File: config.mk
export PLATFORM = sky130hd
export DESIGN_NAME = cache_line_collector
export DESIGN_NICKNAME = d
export VERILOG_FILES = /design/src/rtl/cache_line_collector.sv
export SDC_FILE = /design/constraint.sdc
export NUM_CORES = 1
export LEC_CHECK = 0
export CORE_MARGIN = 8
export CORE_UTILIZATION = 30
export CTS_BUF_LIST = sky130_fd_sc_hd__clkbuf_8
export DETAILED_ROUTE_END_ITERATION = 8
export PLACE_DENSITY = 0.56
export SETUP_SLACK_MARGIN = 0.3
export SYNTH_ARGS = -nofsm -noshare
export SYNTH_HDL_FRONTEND = slang
export SYNTH_SLANG_ARGS = --single-unit
File: constraint.sdc
create_clock -name clk -period 2.7 [get_ports clk]
set_input_delay 0.54 -clock clk [delete_from_list [all_inputs] [get_ports clk]]
set_output_delay 0.54 -clock clk [all_outputs]
set_load 0.05 [all_outputs]
File: src/rtl/cache_line_collector.sv
`default_nettype none
// ============================================================================
// Module      : cache_line_collector
// Description : Queues block descriptors and tags returned cache lines in
//               raster order with absolute line coordinates and a last flag.
//               Optional line-order check: define CACHE_COLLECT_CHECK_EN.
// Revision    : 1.0 - initial release
// ============================================================================
module cache_line_collector #(
    parameter int LINE_WDTH  = 64,
    parameter int BASE_WDTH  = 9,
    parameter int DESC_DEPTH = 4
) (
    input  logic                 clk,
    input  logic                 reset,
    input  logic                 desc_valid,
    output logic                 desc_ready,
    input  logic [1:0]           desc_dx,
    input  logic [1:0]           desc_dy,
    input  logic [BASE_WDTH-1:0] desc_base_x,
    input  logic [BASE_WDTH-1:0] desc_base_y,
    input  logic                 line_valid,
    output logic                 line_ready,
    input  logic [LINE_WDTH-1:0] line_data,
    input  logic [1:0]           line_tag_x,
    input  logic [1:0]           line_tag_y,
    output logic                 out_valid,
    input  logic                 out_ready,
    output logic [LINE_WDTH-1:0] out_data,
    output logic [BASE_WDTH-1:0] out_x,
    output logic [BASE_WDTH-1:0] out_y,
    output logic                 out_last,
    output logic                 block_done,
    output logic                 busy,
    output logic                 seq_err
);

    localparam int c_PTR_W  = $clog2(DESC_DEPTH);
    localparam int c_DESC_W = 4 + 2 * BASE_WDTH;
    localparam logic [c_PTR_W:0] c_FULL = (c_PTR_W + 1)'(DESC_DEPTH);

    typedef enum logic [0:0] {
        S_IDLE   = 1'b0,
        S_ACTIVE = 1'b1
    } state_t;

    state_t r_state;
    state_t w_state_nxt;

    logic [c_DESC_W-1:0]  r_fifo [DESC_DEPTH];
    logic [c_PTR_W-1:0]   r_wr_ptr;
    logic [c_PTR_W-1:0]   r_rd_ptr;
    logic [c_PTR_W:0]     r_count;
    logic                 w_push;
    logic                 w_pop;
    logic [c_DESC_W-1:0]  w_head;

    logic [1:0]           r_dx;
    logic [1:0]           r_dy;
    logic [1:0]           r_cx;
    logic [1:0]           r_cy;
    logic [BASE_WDTH-1:0] r_bx;
    logic [BASE_WDTH-1:0] r_by;

    logic                 r_out_valid;
    logic [LINE_WDTH-1:0] r_out_data;
    logic [BASE_WDTH-1:0] r_out_x;
    logic [BASE_WDTH-1:0] r_out_y;
    logic                 r_out_last;
    logic                 r_block_done;

    logic                 w_line_ready;
    logic                 w_accept;
    logic                 w_is_last;

    // Descriptor FIFO; readiness comes from the registered count only
    assign desc_ready = (r_count != c_FULL);
    assign w_push     = desc_valid & desc_ready;
    assign w_head     = r_fifo[r_rd_ptr];

    always_ff @(posedge clk) begin
        if (w_push) begin
            r_fifo[r_wr_ptr] <= {desc_dx, desc_dy, desc_base_x, desc_base_y};
        end
    end

    always_ff @(posedge clk) begin
        if (reset) begin
            r_wr_ptr <= '0;
            r_rd_ptr <= '0;
            r_count  <= '0;
        end else begin
            if (w_push) begin
                r_wr_ptr <= r_wr_ptr + 1'b1;
            end
            if (w_pop) begin
                r_rd_ptr <= r_rd_ptr + 1'b1;
            end
            case ({w_push, w_pop})
                2'b10:   r_count <= r_count + 1'b1;
                2'b01:   r_count <= r_count - 1'b1;
                default: r_count <= r_count;
            endcase
        end
    end

    assign w_line_ready = (r_state == S_ACTIVE) & (~r_out_valid | out_ready);
    assign w_accept     = line_valid & w_line_ready;
    assign w_is_last    = (r_cx == r_dx) && (r_cy == r_dy);
    assign line_ready   = w_line_ready;

    always_ff @(posedge clk) begin
        if (reset) begin
            r_state <= S_IDLE;
        end else begin
            r_state <= w_state_nxt;
        end
    end

    always_comb begin
        w_state_nxt = r_state;
        w_pop       = 1'b0;
        case (r_state)
            S_IDLE: begin
                if (r_count != '0) begin
                    w_pop       = 1'b1;
                    w_state_nxt = S_ACTIVE;
                end
            end
            S_ACTIVE: begin
                if (w_accept && w_is_last) begin
                    w_state_nxt = S_IDLE;
                end
            end
            default: w_state_nxt = S_IDLE;
        endcase
    end

    // Raster walk: counters return to 0 after the last line so they never pass dx/dy
    always_ff @(posedge clk) begin
        if (reset) begin
            r_dx <= '0;
            r_dy <= '0;
            r_bx <= '0;
            r_by <= '0;
            r_cx <= '0;
            r_cy <= '0;
        end else if (w_pop) begin
            {r_dx, r_dy, r_bx, r_by} <= w_head;
            r_cx <= '0;
            r_cy <= '0;
        end else if (w_accept) begin
            if (w_is_last) begin
                r_cx <= '0;
                r_cy <= '0;
            end else if (r_cx == r_dx) begin
                r_cx <= '0;
                r_cy <= r_cy + 1'b1;
            end else begin
                r_cx <= r_cx + 1'b1;
            end
        end
    end

    always_ff @(posedge clk) begin
        if (reset) begin
            r_out_valid  <= 1'b0;
            r_out_data   <= '0;
            r_out_x      <= '0;
            r_out_y      <= '0;
            r_out_last   <= 1'b0;
            r_block_done <= 1'b0;
        end else begin
            r_block_done <= r_out_valid & out_ready & r_out_last;
            if (w_accept) begin
                r_out_valid <= 1'b1;
                r_out_data  <= line_data;
                r_out_x     <= r_bx + {{(BASE_WDTH-2){1'b0}}, r_cx};
                r_out_y     <= r_by + {{(BASE_WDTH-2){1'b0}}, r_cy};
                r_out_last  <= w_is_last;
            end else if (r_out_valid && out_ready) begin
                r_out_valid <= 1'b0;
            end
        end
    end

    assign out_valid  = r_out_valid;
    assign out_data   = r_out_data;
    assign out_x      = r_out_x;
    assign out_y      = r_out_y;
    assign out_last   = r_out_last;
    assign block_done = r_block_done;
    assign busy       = (r_state == S_ACTIVE) | (r_count != '0) | r_out_valid;

`ifdef CACHE_COLLECT_CHECK_EN
    logic r_seq_err;

    always_ff @(posedge clk) begin
        if (reset) begin
            r_seq_err <= 1'b0;
        end else if (w_accept && ({line_tag_x, line_tag_y} != {r_cx, r_cy})) begin
            r_seq_err <= 1'b1;
        end
    end

    assign seq_err = r_seq_err;
`else
    logic w_unused_tags;
    assign w_unused_tags = ^{line_tag_x, line_tag_y};
    assign seq_err       = 1'b0;
`endif

endmodule
`default_nettype wire

* Word level (Yosys, flattened, before mapping) *
Memories as Yosys holds them, arrays and structs flattened. A register that Yosys moved wholly into a read port is not among the register bits.
Index checks and enable logic that the tools add are counted.

storage, ports and cells
  register bits after elaboration = 97
  memory bits (writable) = 88
  input port bits = 95
  output and inout port bits = 89
  word-level logic and storage cells = 58
  memories = 1

cells by class
  $add $sub $neg = 8
  equality and inequality tests = 5
  multiplexer cells = 13
  bitwise operators = 10
  reduce and logical (&&, ||, !) cells = 9

memories
  memory  depth  bits a word  rd ports  clocked after memory_dff  wr ports  line  source
  r_fifo  4      22           1         1                         1         50    logic [c_DESC_W-1:0] r_fifo [DESC_DEPTH];

operators with widths
  kind                 count
  $add 9x2->9          2
  $add 2x1->2 const B  4
  $mux 2               4
  $mux 1               7
  $pmux 3 s2           1
  $reduce_bool 2->1    3
  $and 1x1->1          5
  $eq 2x2->1           2
  $add 3x1->3 const B  1
  $logic_and 1x1->1    3
  $ne 3x3->1 const B   1
  $or 1x1->1           3
  $reduce_bool 3->1    1
  $sub 3x1->3 const B  1
  $eq 2x1->1 const B   1
  $eq 2x2->1 const B   1
  $not 1->1            2
  $pmux 1 s2           1
  $reduce_and 2->1     1
  $reduce_or 2->1      1

* Longest topological paths before layout *
  depth after elaboration = 7
  gate-level depth with buffers = 11
  depth with buffers taken out = 9

* Least setup slack after synthesis *
No wires, ideal clock.

  path type = register to register
  start point = register r_count[0]
  end point = register r_count[2]
  setup time = 0.070 ns
  data arrival time = 2.489 ns
  required time = 2.630 ns
  path slack = 0.140 ns
  stages on the path, launching flop included = 10
  path buffers = 0
  period minus slack after synthesis = 2.560 ns
  path through = dfxtp_1 or3b_1 and2_1 inv_1 ha_1 inv_1 fa_1 xor2_1 or3_1 a21oi_1

on the way
  elaborated cells between the ends (all ways) = 11

RTL lines
  what                                                    line  source
  start: declaration                                      53    logic [c_PTR_W:0] r_count;
  start signal: assignment                                100   2'b10: r_count <= r_count + 1'b1;
  start signal: assignment                                101   2'b01: r_count <= r_count - 1'b1;
  start signal: assignment                                102   default: r_count <= r_count;
  $ne 3x3->1 *                                            77    assign desc_ready = (r_count != c_FULL);
  named net desc_ready                                    17    output logic desc_ready,
  $and 1x1->1 *                                           78    assign w_push = desc_valid & desc_ready;
  $eq 2x1->1 / $eq 2x2->1 (equally long branches)         99    case ({w_push, w_pop})
  $pmux 3 s2 / $reduce_bool 2->1 (equally long branches)  n/a

Mark *: on every way through the listed nets, which the timed path passes. The rest lies on a longest branch.
A chain may end at the register's enable or synchronous reset.

* Final worst setup path *
  start point = register r_out_valid (netlist: out_valid)
  end point = output port out_valid

RTL lines
  what                      line  source
  start: declaration        65    logic r_out_valid;
  start signal: assignment  167   r_out_valid <= 1'b0;
  start signal: assignment  176   r_out_valid <= 1'b1;
  start signal: assignment  182   r_out_valid <= 1'b0;
  end: declaration          27    output logic out_valid,

No word-level cell between the ends.

==> run metrics <==
post-synthesis sequential area ratio=0.637; Worst EP required=2.16 ns; ys async rst share=0; share of layout cells above drive strength 1=0.113; htree depth=2; CP endpoint=out_valid; Final ANT Viol Nets=0; Setup CP Type=register to output port; R2R setup slack=0.43 ns; flops & latches, synth=slightly above 200; Syn Area/Cell=approximately 11 sq um; Final setup viols=0; Clock Skew=0.0145 ns; Vias=~5,600; Pwr Density=about 940 mW/mm^2; Fin Hold WS=0.452 ns; Hold Path Class=register to register; sequential share of power=0.404; Die W=approximately 180 um; reg2reg path depth=9; CP delay by family, top=buffers and inverters; ranking of synthesized cells by area=edfxtp_1 (34%), dfxtp_1 (30%), nand2_1 (8.9%); IO Count=~180; clock sink count=around 210; Pwr Total=10.2 mW; Final Hold Vio Count=0; Pre-antenna DRT Iters=4; WP buf/inv=1; share of the synthesized area in the top cell type=0.335; Rel. slew slack=0.531; via/cell ratio=~4.5; dominant synthesized flop cell=dfxtp_1; maximum clock frequency=around 440 MHz; Switching Fraction=0.356; Yosys warnings=0; Pleak=~3.6 nW; Switching Power=around 3.6 mW; Slew @ Worst Pin=about 0.7 ns; Post-synth EDFFs=88; Post-Route WL=19,400 um; layout overhead on the synthesized area=36.5%; r2r endpoint=r_count[2]; largest area contributor in the netlist=edfxtp_1; CP Depth=1; Root Driver=clkbuf_8; Logic pwr share=0.326; CP Max Fanout=5; largest net degree at the start of global routing=64; initial antenna violation count=0; Cell Rows=a little under 60; synthesized instance count=~690; fin crit share=0.846; cts bufs inserted=38; Starting Density=0.304; port bufs=~180; GR Overflow Total=0; top-count cell post-synth=nand2_1; crit path launch=out_valid; synth unique cells=42; Data arrival, critical path=approximately 1.7 ns; DP HPWL=13,100 um; DRC errors left=0; CTS tree=yes; setup TNS=0 ns; max-slew violation count=0; Internal=roughly 6.5 mW; R2R Path Start=r_count[2]; slowest library cell on the worst path=clkdlybuf4s50_1; GPL Wtd Cong=0.725; max cap viols=0; Tot GR Track Use=0.119; syn nets=about 800; Die H=178 um; fin crit period=~2.3 ns; core area=between 0.02 and 0.03 sq mm; CTS max path bufs=3; cell total after placement=1,176; slowest cell delay on critical path=between 0.8 and 0.9 ns; synth cell count leaders=nand2_1 (187), dfxtp_1 (119), a21oi_1 (100); Syn Std Cell Area=slightly below 0.008 sq mm; Clk pwr share=0.270; RSZ-0062 raised after global routing=false; first-pass GRT wire length=roughly 30,000 um; critical path capture point type=output port; vias in the first global route=approximately 5,600; Layout Cells excl Fill=roughly 1,200; CP Cell Sequence=clkdlybuf4s50_1; Clock transition at path regs=around 0.05 ns; die area=~0.032 sq mm; Skew-Pair Late Insertion Delay=about 0.52 ns; Net count, final=between 900 and 1,000; hold_sp=out_data[3]; maximum VDD drop=0.576 mV; Setup crit start kind=register; routed wire length per instance=between 15 and 20 um; # diodes=0; outcome=finished, final reports clean; First DRT Iteration DRCs=265
final cells by class:
cell class / instances / area, sq um
Fill cell: 2481 / 15200
Sequential cell: 207 / 5030
Multi-Input combinational cell: 430 / 2630
Timing Repair Buffer: 194 / 1930
Clock buffer: 41 / 564
Tap cell: 335 / 419
Clock inverter: 25 / 136
Inverter: 12 / 50.0
flip-flops by register name, indices dropped and copies added, names as in the netlist:
name        cells
r_dx            2
r_bx            9
out_valid       1
r_cx            2
r_by            9
out_last        1
r_dy            2
r_count         3
r_state         1
out_y           9
block_done      1
r_fifo         88
out_x           9
out_data       64
r_wr_ptr        2
r_cy            2
r_rd_ptr        2
power groups by stage:
stage	logic (mW)	clock network (mW)	registers [mW]
6_report	3.31	2.74	4.10
5_1_grt	3.61	3.00	4.17
4_1_cts	3.35	2.86	4.10
3_5_place_dp	3.36	0	4.16
3_3_place_gp	3.34	0	4.14
2_1_floorplan	1.73	0	4.72
worst min-delay path by stage:
stage | depth (start not counted) | end | slack (ns)
6_report | 2 | out_data[3] | 0.45
5_1_grt | 2 | out_data[18] | 0.47
4_1_cts | 2 | out_data[8] | 0.45
3_5_place_dp | 2 | out_data[8] | 0.45
3_3_place_gp | 2 | out_data[49] | 0.44
2_1_floorplan | 2 | r_bx[0] | 0.44
stage by stage:
stage	util	cell area (sq um)	worst slack (ns)
2_1_floorplan	-	7890	0.334
3_3_place_gp	0.387	10000	0.139
3_5_place_dp	0.387	10000	0.141
4_1_cts	0.414	10700	0.286
5_1_grt	0.415	10800	0.310
6_report	0.415	10800	0.416
layout by cell type (no fill, tap or decap), types with 3 or more instances in the layout:
master	count
dfxtp_2	3
clkdlybuf4s50_1	174
nor2_1	24
nor2b_1	3
nand2_1	187
a211oi_1	15
ha_1	8
edfxtp_1	88
xor2_1	7
clkbuf_8	41
o21ai_0	4
mux4_2	22
nand3_1	4
inv_1	29
buf_12	3
and3_1	5
xnor2_1	15
nor3_1	3
fa_1	3
nor3b_1	4
a21oi_1	100
buf_4	15
dfxtp_1	116
cells by family (layout without fill, tap and decap cells):
kind of cell,count (synthesis),count (layout),synth area share
compound gates,123,123,0.0856
xor+xnor,23,23,0.0265
fa+ha+maj,12,12,0.0219
buf+inv,55,272,0.0321
flops,207,207,0.637
mux,22,22,0.0629
other cells,1,1,0.000476
simple gates,249,249,0.133
layer usage:
layer	wire length [um]	global-route usage	vias to the layer above
met2	8740	0.187	175
met5	0	0	-
met1	8460	0.149	2615
li1	-	-	2786
met4	423	0.0452	0
met3	1800	0.0377	36
what timing repair did:
item                                    in CTS  in global routing
endpoints found under the setup margin       2                  2
buffers inserted                             0                  2
hold buffers                                 0                  0
gates resized for setup                      2                  6
pin swaps                                    0                  2
Note: power is estimated with default switching activity, not from simulation.
